File: src/rtl/stack_pkg.sv
// Shared definitions for the stack controller: request op encoding, stack
// command bit positions, FSM state constants and the reject rule.
package stack_pkg;

  localparam logic [1:0] OP_NOP  = 2'b00;
  localparam logic [1:0] OP_POP  = 2'b01;
  localparam logic [1:0] OP_PUSH = 2'b10;
  localparam logic [1:0] OP_UPD  = 2'b11;

  localparam int CMD_POP  = 0;
  localparam int CMD_PUSH = 1;
  localparam int CMD_LOAD = 2;

  typedef logic [0:0] state_t;
  localparam state_t ST_RUN   = 1'b0;
  localparam state_t ST_FLUSH = 1'b1;

  // A push into a full stack, or a pop/update of an empty one, is rejected.
  function automatic logic op_reject(input logic [1:0] op, input logic is_empty,
                                     input logic is_full);
    case (op)
      OP_PUSH:        return is_full;
      OP_POP, OP_UPD: return is_empty;
      default:        return 1'b0;
    endcase
  endfunction

endpackage

File: src/rtl/stack_ctrl_if.sv
// Request/response bus between the two requesters and the stack controller.
interface stack_ctrl_if #(parameter int DW = 16);

  logic [1:0]         req_valid;
  logic [1:0]         req_ready;
  logic [1:0][1:0]    req_op;
  logic [1:0][DW-1:0] req_data;
  logic               rsp_valid;
  logic               rsp_id;
  logic [DW-1:0]      rsp_data;
  logic               rsp_err;

  modport master (
    output req_valid, req_op, req_data,
    input  req_ready, rsp_valid, rsp_id, rsp_data, rsp_err
  );

  modport slave (
    input  req_valid, req_op, req_data,
    output req_ready, rsp_valid, rsp_id, rsp_data, rsp_err
  );

endinterface

File: src/rtl/stack_ctrl_rr_arb2.sv
// Two-way round-robin arbiter; pri_r names the requester that wins the next
// contention and only moves when a grant is made.
module rr_arb2 (
  input  logic       clk,
  input  logic       reset,
  input  logic       en,
  input  logic [1:0] req,
  output logic [1:0] gnt
);

  logic pri_r;

  // Grant selection from the live requests and the priority pointer.
  always_comb begin
    gnt = 2'b00;
    if (en) begin
      case (req)
        2'b01:   gnt = 2'b01;
        2'b10:   gnt = 2'b10;
        2'b11:   gnt = pri_r ? 2'b10 : 2'b01;
        default: gnt = 2'b00;
      endcase
    end else begin
      gnt = 2'b00;
    end
  end

  // Priority pointer: after a grant, favour the other requester.
  always_ff @(posedge clk or posedge reset) begin
    if (reset) begin
      pri_r <= 1'b0;
    end else if (|gnt) begin
      pri_r <= gnt[0];
    end else begin
      pri_r <= pri_r;
    end
  end

endmodule

File: src/rtl/stack_ctrl.sv
// Stack controller: arbitrates two requesters onto an external stack, tracks
// its depth, reports one response per grant and can flush the stack empty.
module stack_ctrl
  import stack_pkg::*;
#(
  parameter int AW    = 8,
  parameter int DW    = 16,
  parameter int DEPTH = 2**AW
) (
  input  logic          clk,
  input  logic          reset,
  stack_ctrl_if.slave   bus,
  input  logic          flush,
  output logic [2:0]    cmd,
  output logic [DW-1:0] in,
  input  logic [DW-1:0] s0,
  output logic [AW:0]   depth,
  output logic          busy,
  output logic          empty,
  output logic          full
);

  localparam logic [AW:0] DEPTH_C = (AW+1)'(DEPTH);
  localparam logic [AW:0] ONE_C   = (AW+1)'(1);

  state_t        state_r;
  logic [AW:0]   depth_r;
  logic          rsp_valid_r;
  logic          rsp_id_r;
  logic          rsp_err_r;

  logic          grant_en_s;
  logic [1:0]    gnt_s;
  logic          gnt_idx_s;
  logic [1:0]    op_s;
  logic [DW-1:0] data_s;
  logic          empty_s;
  logic          full_s;
  logic          rej_s;
  logic          push_s;
  logic          pop_s;
  logic [2:0]    cmd_s;
  logic [DW-1:0] in_s;

  // A flush request steals the cycle it is sampled in; reset blocks grants too.
  assign grant_en_s = (state_r == ST_RUN) && !flush && !reset;
  assign gnt_idx_s  = gnt_s[1];
  assign empty_s    = (depth_r == '0);
  assign full_s     = (depth_r == DEPTH_C);

  rr_arb2 u_arb (
    .clk   (clk),
    .reset (reset),
    .en    (grant_en_s),
    .req   (bus.req_valid),
    .gnt   (gnt_s)
  );

  // Command decode for the granted request, or the drain pops while flushing.
  always_comb begin
    cmd_s  = 3'b000;
    in_s   = '0;
    rej_s  = 1'b0;
    push_s = 1'b0;
    pop_s  = 1'b0;
    op_s   = bus.req_op[gnt_idx_s];
    data_s = bus.req_data[gnt_idx_s];
    if (state_r == ST_FLUSH) begin
      if (!empty_s) begin
        cmd_s[CMD_POP] = 1'b1;
        pop_s          = 1'b1;
      end else begin
        cmd_s = 3'b000;
      end
    end else if (|gnt_s) begin
      rej_s = op_reject(op_s, empty_s, full_s);
      if (!rej_s) begin
        case (op_s)
          OP_PUSH: begin
            cmd_s[CMD_PUSH] = 1'b1;
            cmd_s[CMD_LOAD] = 1'b1;
            in_s            = data_s;
            push_s          = 1'b1;
          end
          OP_POP: begin
            cmd_s[CMD_POP] = 1'b1;
            pop_s          = 1'b1;
          end
          OP_UPD: begin
            cmd_s[CMD_LOAD] = 1'b1;
            in_s            = data_s;
          end
          default: cmd_s = 3'b000;
        endcase
      end else begin
        cmd_s = 3'b000;
      end
    end else begin
      cmd_s = 3'b000;
    end
  end

  // Entry count follows issued pushes and pops only, so it never wraps.
  always_ff @(posedge clk or posedge reset) begin
    if (reset) begin
      depth_r <= '0;
    end else if (push_s) begin
      depth_r <= depth_r + ONE_C;
    end else if (pop_s) begin
      depth_r <= depth_r - ONE_C;
    end else begin
      depth_r <= depth_r;
    end
  end

  // RUN/FLUSH control; leave FLUSH on the edge that pops the last entry.
  always_ff @(posedge clk or posedge reset) begin
    if (reset) begin
      state_r <= ST_RUN;
    end else begin
      case (state_r)
        ST_RUN:   state_r <= flush ? ST_FLUSH : ST_RUN;
        ST_FLUSH: state_r <= (depth_r <= ONE_C) ? ST_RUN : ST_FLUSH;
        default:  state_r <= ST_RUN;
      endcase
    end
  end

  // Response bookkeeping, one cycle behind the grant.
  always_ff @(posedge clk or posedge reset) begin
    if (reset) begin
      rsp_valid_r <= 1'b0;
      rsp_id_r    <= 1'b0;
      rsp_err_r   <= 1'b0;
    end else begin
      rsp_valid_r <= |gnt_s;
      rsp_id_r    <= gnt_idx_s;
      rsp_err_r   <= rej_s;
    end
  end

  // Response data is the stack top after the operation has taken effect.
  assign bus.rsp_data  = (rsp_valid_r && !empty_s) ? s0 : '0;
  assign bus.rsp_valid = rsp_valid_r;
  assign bus.rsp_id    = rsp_id_r;
  assign bus.rsp_err   = rsp_err_r;
  assign bus.req_ready = gnt_s;
  assign cmd           = cmd_s;
  assign in            = in_s;
  assign depth         = depth_r;
  assign busy          = (state_r == ST_FLUSH);
  assign empty         = empty_s;
  assign full          = full_s;

endmodule

File: src/flat_wrapper.sv
// flat-port wrapper written by rule: the top's interface ports become plain ports
module stack_ctrl_flat import stack_pkg::*;
#(
  parameter int AW    = 8,
  parameter int DW    = 16,
  parameter int DEPTH = 2**AW
)
  (clk, reset, flush, cmd, in, s0, depth, busy, empty, full, bus_req_valid, bus_req_op, bus_req_data, bus_req_ready, bus_rsp_valid, bus_rsp_id, bus_rsp_data, bus_rsp_err);
  stack_ctrl_if #(.DW(DW)) bus_i ();
  input  logic clk;
  input  logic reset;
  input  logic flush;
  output logic [2:0] cmd;
  output logic [DW-1:0] in;
  input  logic [DW-1:0] s0;
  output logic [AW:0] depth;
  output logic busy;
  output logic empty;
  output logic full;
  input wire logic [$bits(bus_i.req_valid)-1:0] bus_req_valid;
  input wire logic [$bits(bus_i.req_op)-1:0] bus_req_op;
  input wire logic [$bits(bus_i.req_data)-1:0] bus_req_data;
  output wire logic [$bits(bus_i.req_ready)-1:0] bus_req_ready;
  output wire logic [$bits(bus_i.rsp_valid)-1:0] bus_rsp_valid;
  output wire logic [$bits(bus_i.rsp_id)-1:0] bus_rsp_id;
  output wire logic [$bits(bus_i.rsp_data)-1:0] bus_rsp_data;
  output wire logic [$bits(bus_i.rsp_err)-1:0] bus_rsp_err;
  assign bus_i.req_valid = bus_req_valid;
  assign bus_i.req_op = bus_req_op;
  assign bus_i.req_data = bus_req_data;
  assign bus_req_ready = bus_i.req_ready;
  assign bus_rsp_valid = bus_i.rsp_valid;
  assign bus_rsp_id = bus_i.rsp_id;
  assign bus_rsp_data = bus_i.rsp_data;
  assign bus_rsp_err = bus_i.rsp_err;
  stack_ctrl #(.AW(AW), .DW(DW), .DEPTH(DEPTH)) u_core (.clk(clk), .reset(reset), .bus(bus_i), .flush(flush), .cmd(cmd), .in(in), .s0(s0), .depth(depth), .busy(busy), .empty(empty), .full(full));
endmodule
File: config.mk
export PLATFORM = sky130hd
export DESIGN_NAME = stack_ctrl_flat
export DESIGN_NICKNAME = d
export VERILOG_FILES = /design/src/rtl/stack_pkg.sv /design/src/rtl/stack_ctrl_if.sv /design/src/rtl/stack_ctrl_rr_arb2.sv /design/src/rtl/stack_ctrl.sv /design/src/flat_wrapper.sv
export SDC_FILE = /design/constraint.sdc
export NUM_CORES = 1
export LEC_CHECK = 0
export ABC_AREA = 1
export ABC_CLOCK_PERIOD_IN_PS = 1850
export BUFFER_PORTS_ARGS = -buffer_cell sky130_fd_sc_hd__buf_2
export CORE_MARGIN = 2
export CORE_UTILIZATION = 40
export CTS_BUF_LIST = sky130_fd_sc_hd__clkbuf_4 sky130_fd_sc_hd__clkbuf_8
export DETAILED_ROUTE_END_ITERATION = 8
export PLACE_DENSITY = 0.79
export RECOVER_POWER = 50
export SLEW_MARGIN = 25
export SYNTH_ARGS = -nofsm -noshare
export SYNTH_HDL_FRONTEND = slang
export SYNTH_SLANG_ARGS = --single-unit
File: constraint.sdc
create_clock -name clk -period 1.85 [get_ports clk]
set_input_delay 0.37 -clock clk [delete_from_list [all_inputs] [get_ports clk]]
set_output_delay 0.37 -clock clk [all_outputs]
set_load 0.05 [all_outputs]
### Word level (Yosys, flattened, before mapping)

Cells that the tools add are included.

* $add $sub $neg: 2
* $mul: 0
* divide/modulo/power cells: 0
* magnitude comparators: 2
* equal/unequal tests: 7
* shift-type cells: 0
* mux-type cells: 35
* bitwise logic cells: 1
* reductions and logical operators: 11

Operators with widths (count)
* 16-bit two-way mux: 7
* 9-bit two-way mux: 2
* 1-bit two-way mux: 16
* 9-bit by 1-bit adder with 9-bit output (second input constant): 1
* 9-bit equality test (second input constant): 1
* 9-bit by 1-bit less-or-equal comparator with 1-bit output (second input constant): 1
* 9-bit zero test: 1
* 3-bit two-way mux: 3
* 9-bit by 1-bit subtractor with 9-bit output (second input constant): 1
* 2-bit equality test (second input constant): 4
* 2-bit two-way mux: 4
* 2-bit case mux with 3 select lines: 1
* 2-bit OR reduction: 3
* 2-bit by 1-bit equality test with 1-bit output (second input constant): 2
* 1-bit case mux with 2 select lines: 2
* 1-bit logical AND: 3
* 1-bit zero test: 3
* 1-bit by 2-bit less-than comparator with 1-bit output (second input constant): 1
* 2-bit nonzero test: 1
* 1-bit NOT: 1

* register bits: 14
* latch bits: 0
* RAM bits: 0
* bits in read-only memories: 0
* output and inout bits: 52
* word-level logic and storage cells: 64
* memories kept: 0

### Logic depth before layout (Yosys ltp)

* depth in word-level cells: 16
* gate-level depth with buffers: 13
* mapped depth without buffers: 13

### By module

Synthesis repeated with hierarchy kept, for this count alone.

* cell total of the unflattened synthesis: 265
* area, all modules: 1657.8 um^2

By module, submodules not included
* stack_ctrl: instances 1, cells each 253, area an instance 1590.3 um^2, seq. area each 325.3 um^2
* rr_arb2: instances 1, cells each 12, area an instance 67.6 um^2, seq. area each 25.0 um^2

### Worst setup path before layout

No wires, ideal clock.

* path kind: reg2out
* from: register u_core.depth_r[0] (netlist: u_core.depth[0])
* to: output in[0]
* data arrival time: 2513 ps
* data required time: 1480 ps
* setup slack: -1033 ps
* cell stages (with the launch flop): 10
* buffers on the path: 0
* path through: dfrtp_1 inv_1 ha_1 nand2_1 nor3_4 nand2_4 nand2_1 inv_2 nand3_4 a21oi_1

* longest elaborated chain between the ends: 7
* elaborated cells on any way between the ends: 8
* those cells by class: eq/ne (1); mux (6); reduce/logical (1)

RTL lines
* start, declared: RTL line stack_ctrl.sv:27 `logic [AW:0] depth_r;`
* start signal, assigned: RTL line stack_ctrl.sv:108 `depth_r <= depth_r + ONE_C;`
* start signal, assigned: RTL line stack_ctrl.sv:110 `depth_r <= depth_r - ONE_C;`
* start signal, assigned: RTL line stack_ctrl.sv:112 `depth_r <= depth_r;`
* 9-bit zero test: RTL line stack_ctrl.sv:48 `assign empty_s = (depth_r == '0);`
* via empty: RTL line flat_wrapper.sv:18 `output logic empty;`
* 1-bit case mux with 2 select lines: RTL line stack_pkg.sv:21 `case (op)`
* 1-bit two-way mux: RTL line stack_ctrl.sv:75 `end else if (|gnt_s) begin`
* 1-bit two-way mux: RTL line stack_ctrl.sv:68 `if (state_r == ST_FLUSH) begin`
* 16-bit two-way mux: RTL line stack_ctrl.sv:77 `if (!rej_s) begin`
* 16-bit two-way mux: RTL line stack_ctrl.sv:75
* 16-bit two-way mux: RTL line stack_ctrl.sv:68
* end, declared: RTL line flat_wrapper.sv:14 `output logic [DW-1:0] in;`

The timed path passes the listed nets, and every way through them passes these cells. The select of a mux whose other input is x is not followed.

### Final worst setup path

* from: register u_core.u_arb.pri_r
* to: output in[5]

* longest elaborated chain between the ends: 13
* elaborated cells on any way between the ends: 20
* those cells by class: eq/ne (3); mux (14); reduce/logical (3)

RTL lines
* start, declared: RTL line stack_ctrl_rr_arb2.sv:11 `logic pri_r;`
* start signal, assigned: RTL line stack_ctrl_rr_arb2.sv:33 `pri_r <= gnt[0];`
* start signal, assigned: RTL line stack_ctrl_rr_arb2.sv:35 `pri_r <= pri_r;`
* 2-bit two-way mux *: RTL line stack_ctrl_rr_arb2.sv:20 `2'b11: gnt = pri_r ? 2'b10 : 2'b01;`
* 2-bit case mux with 3 select lines *: RTL line stack_ctrl_rr_arb2.sv:17 `case (req)`
* 2-bit two-way mux *: RTL line stack_ctrl_rr_arb2.sv:16 `if (en) begin`
* 2-bit two-way mux (implied by the code) (2 in series): RTL line stack_ctrl.sv:66 `op_s = bus.req_op[gnt_idx_s];`
* 2-bit by 1-bit equality test with 1-bit output / 2-bit equality test (equally long branches): RTL line stack_pkg.sv:21, stack_ctrl.sv:78
* 2-bit OR reduction: RTL line stack_pkg.sv:21
* 1-bit case mux with 2 select lines: RTL line stack_pkg.sv:21
* 1-bit two-way mux: RTL line stack_ctrl.sv:75
* 1-bit two-way mux: RTL line stack_ctrl.sv:68
* 16-bit two-way mux: RTL line stack_ctrl.sv:77
* 16-bit two-way mux *: RTL line stack_ctrl.sv:75
* 16-bit two-way mux *: RTL line stack_ctrl.sv:68

Every way passes the cells marked *; elsewhere a longest branch is shown, timed or not. The select of a mux whose other input is x is not followed.

==> flow_summary_export.csv <==
group,metric,value,unit
cells_and_area,layout_commonest_cell,"nand2_1",
global_routing,antenna_found_initial,0,
min_path,min_path_type,"input pin to async pin",
timing,worst_slew_pin_slew,0.6837,ns
critical_path,cp_top_family,"buffers and inverters",
timing,fmax,408.9,MHz
timing,setup_slack,-0.5957,ns
timing,setup_viol_count_final,48,
cts,path_clk_slew,0.07,ns
critical_path,critPathRequiredTime,1.48,ns
routing,vias,2464,
routing,drt-total-wl,8446,microns
cells_and_area,nFillCells,183,
critical_path,crit_path_cell_trace,"inv_2 > a21boi_4 > nand3b_1 > nand2_2 > nor2_4 > nand2_2 > nand2_2 > inv_2 > nand3_4 > buf_12 > a21oi_2 > buf_6",
floorplanning,die_area,0.004759,sq mm
routing,wire_per_inst,18.12,microns
synth,async_flop_share,100.0,%
cells_and_area,layout-drive-gt1-share,63.94,%
cts,cts_tree,"built",
routing,drc_errors,0,
critical_path,crit_path_start_kind,"flop",
placement,io_buffers,108,
cts,cts_max_level,1,
floorplanning,die_h,68.99,microns
timing,rsz0062_at_grt,"yes",
cts,clk_path_buf_depth,2,
routing,ant_nets,0,
cells_and_area,final_cell_area,0.003500,sq mm
critical_path,worst-path-buf-inv,4,
global_routing,grt_max_degree,15,
timing,final_max_slew_viol_count,0,
cells_and_area,layout.cells.non_filler,466,
placement,place_inst,442,
cells_and_area,multi_input_area,0.001471,sq mm
synth,ys_seq_area_share,20.74,%
synth,yosysWarningCount,0,
timing,fin_crit,2.446,ns
pwr,power_leakage,1.846,nW
routing,top_layer_used,"met4",
critical_path,cpPeakStageDelay,0.40,ns
floorplanning,fp.dieW,68.99,microns
cts,clock-sinks,14,
floorplanning,start_util,41.93,%
routing,wl_met2,4471,microns
critical_path,critPathMostFrequentCell,"nand2_2",
routing,drt_iter0_drc,139,
placement,gp_congestion,0.8966,
critical_path,worst-path-max-fanout,12,
synth,synthFlopType,"dfrtp_1",
critical_path,cp_data_arrival_time,2.08,ns
synth,ys_seq_elements,14,
synth,synth_edf_count,0,
cells_and_area,syn2layout_area_growth,107.2,%
outcome,status,"complete, but fails checks",
pwr,vdd_ir_drop_max,1.063,mV
global_routing,grt_pass1_wl,9804,microns
synth,netlist_area,0.001689,sq mm
global_routing,grt.total_usage,27.80,%
cts,cts_made_buffers,3,
routing,met1Wirelength,2677,microns
critical_path,cp_slowest_cell,"dfrtp_1",
pwr,power_density,1021,mW/mm^2
job,maxCapViolCount,0,
global_routing,grt_pass1_vias,2260,
critical_path,endpoint_kind,"output port",
synth,synthesis.nets,310,
cts,clk_latency,0.25,ns
timing,slew_headroom,54.37,%
placement,dpl_cell_area,0.002830,sq mm
floorplanning,rows,23,
placement,hpwl,4235,microns
timing,clock_skew,0.0009291,ns
synth,syn_inst,249,
outcome,violations,"setup timing",
timing,final.period_utilization,132.2,%
routing,first_pass_iters,5,
cells_and_area,insertedDiodeCount,0,
cells_and_area,seqCellArea,360.3,sq um
global_routing,overflow,0,
synth,syn_avg_cell_area,6.784,sq um
floorplanning,core,0.004029,sq mm
cts,cts_root_buffer,"clkbuf_8",
routing,wl_met3,695,microns
floorplanning,num_io_pins,109,
cells_and_area,final_cell_mix,"nand2_1, buf_2, buf_6, buf_4, inv_1",
cells_and_area,nets,478,
synth,synth_cell_type_count,35,
timing,timing.final.hold_violations,0,
critical_path,critical_path_class,"flop to output port",
cts,hold_buffers,0,
routing,via_per_inst,5.288,
per-layer routing:
metal  GRT usage, %  up-vias
met1          26.83     1132
met5              0        -
li1               -     1088
met2          57.33      191
met3          4.221       53
met4          11.03        0
cells in the mapped netlist, types with 2 or more instances:
| master | instances | area (sq um) |
|---|---|---|
| inv_2 | 7 | 26.28 |
| nand3_1 | 13 | 65.06 |
| dfrtp_1 | 14 | 350.3 |
| nand2_1 | 81 | 304.0 |
| nor2_2 | 2 | 12.51 |
| nand2_4 | 9 | 101.4 |
| buf_6 | 3 | 33.78 |
| nand2_2 | 8 | 50.05 |
| a21oi_1 | 7 | 35.03 |
| xor2_1 | 7 | 61.31 |
| nor2_8 | 2 | 40.04 |
| nand3b_1 | 2 | 15.01 |
| ha_1 | 4 | 50.05 |
| a21oi_2 | 9 | 78.83 |
| nor2_1 | 20 | 75.07 |
| nor2_4 | 4 | 45.04 |
| nor3_1 | 4 | 20.02 |
| o21ai_0 | 2 | 10.01 |
| inv_1 | 35 | 131.4 |
flip-flops by register name, summed over array words and instances, names as in the netlist:
register / count
u_core.u_arb.pri_r: 1
u_core.bus.rsp_err: 1
u_core.bus.rsp_valid: 1
u_core.depth: 9
u_core.busy: 1
u_core.bus.rsp_id: 1
metrics by stage:
step                      setup slack, ns  hold slack (ns)  total power, mW  setup TNS (ns)  utilization, %
after global routing              -0.6457           0.2921            3.710          -18.56           86.86
after CTS                         -0.4609           0.2498            3.237          -11.03           82.52
after floorplan                   -0.5488           0.2587            2.097          -18.17               -
after detailed placement          -0.3842           0.5159            2.757          -9.808           70.25
final                             -0.5957           0.2638            3.573          -16.62           86.86
after global placement            -0.3040           0.5078            2.710          -7.926           70.25
worst paths after layout:
kind                                          end  cells after the start                from  slack, ns
max in group asynchronous         u_core.depth[0]                      2               reset       1.11
worst min register to register        u_core.busy                      2         u_core.busy       0.61
worst max-delay path                        in[5]                     12  u_core.u_arb.pri_r      -0.60
worst min-delay path            u_core.bus.rsp_id                      2               reset       0.26
worst max register to register    u_core.depth[8]                     14  u_core.u_arb.pri_r      -0.22
min in group clk                      u_core.busy                      5               flush       0.52
kinds of logic after synthesis:
| logic type | share of synthesized area (%) |
|---|---|
| xor+xnor | 4.148 |
| flops | 20.74 |
| simple gates | 47.93 |
| compound gates | 10.52 |
| buf+inv | 13.70 |
| fa+ha+maj | 2.963 |
report_power, final:
| part | leakage [nW] | internal (mW) | total [mW] | switching, mW |
|---|---|---|---|---|
| logic | 1.65 | 0.990 | 2.67 | 1.68 |
| registers | 0.164 | 0.445 | 0.581 | 0.135 |
| clock network | 0.0288 | 0.189 | 0.323 | 0.134 |
| total | 1.85 | 1.62 | 3.57 | 1.95 |
final cells by class:
type,instances,area share (%)
Multi-Input combinational cell,186,42.04
Timing Repair Buffer,169,38.90
Sequential cell,14,10.30
Inverter,43,5.399
Tap cell,50,1.788
Clock buffer,4,1.573
repair_timing:
item                       in CTS  in global routing
gates resized for setup       107                 33
buffers inserted               12                 13
gates cloned                    1                  1
setup endpoints to repair      47                 48
pin swaps                       4                 13
No activity file was read; power rests on OpenSTA's default activity.
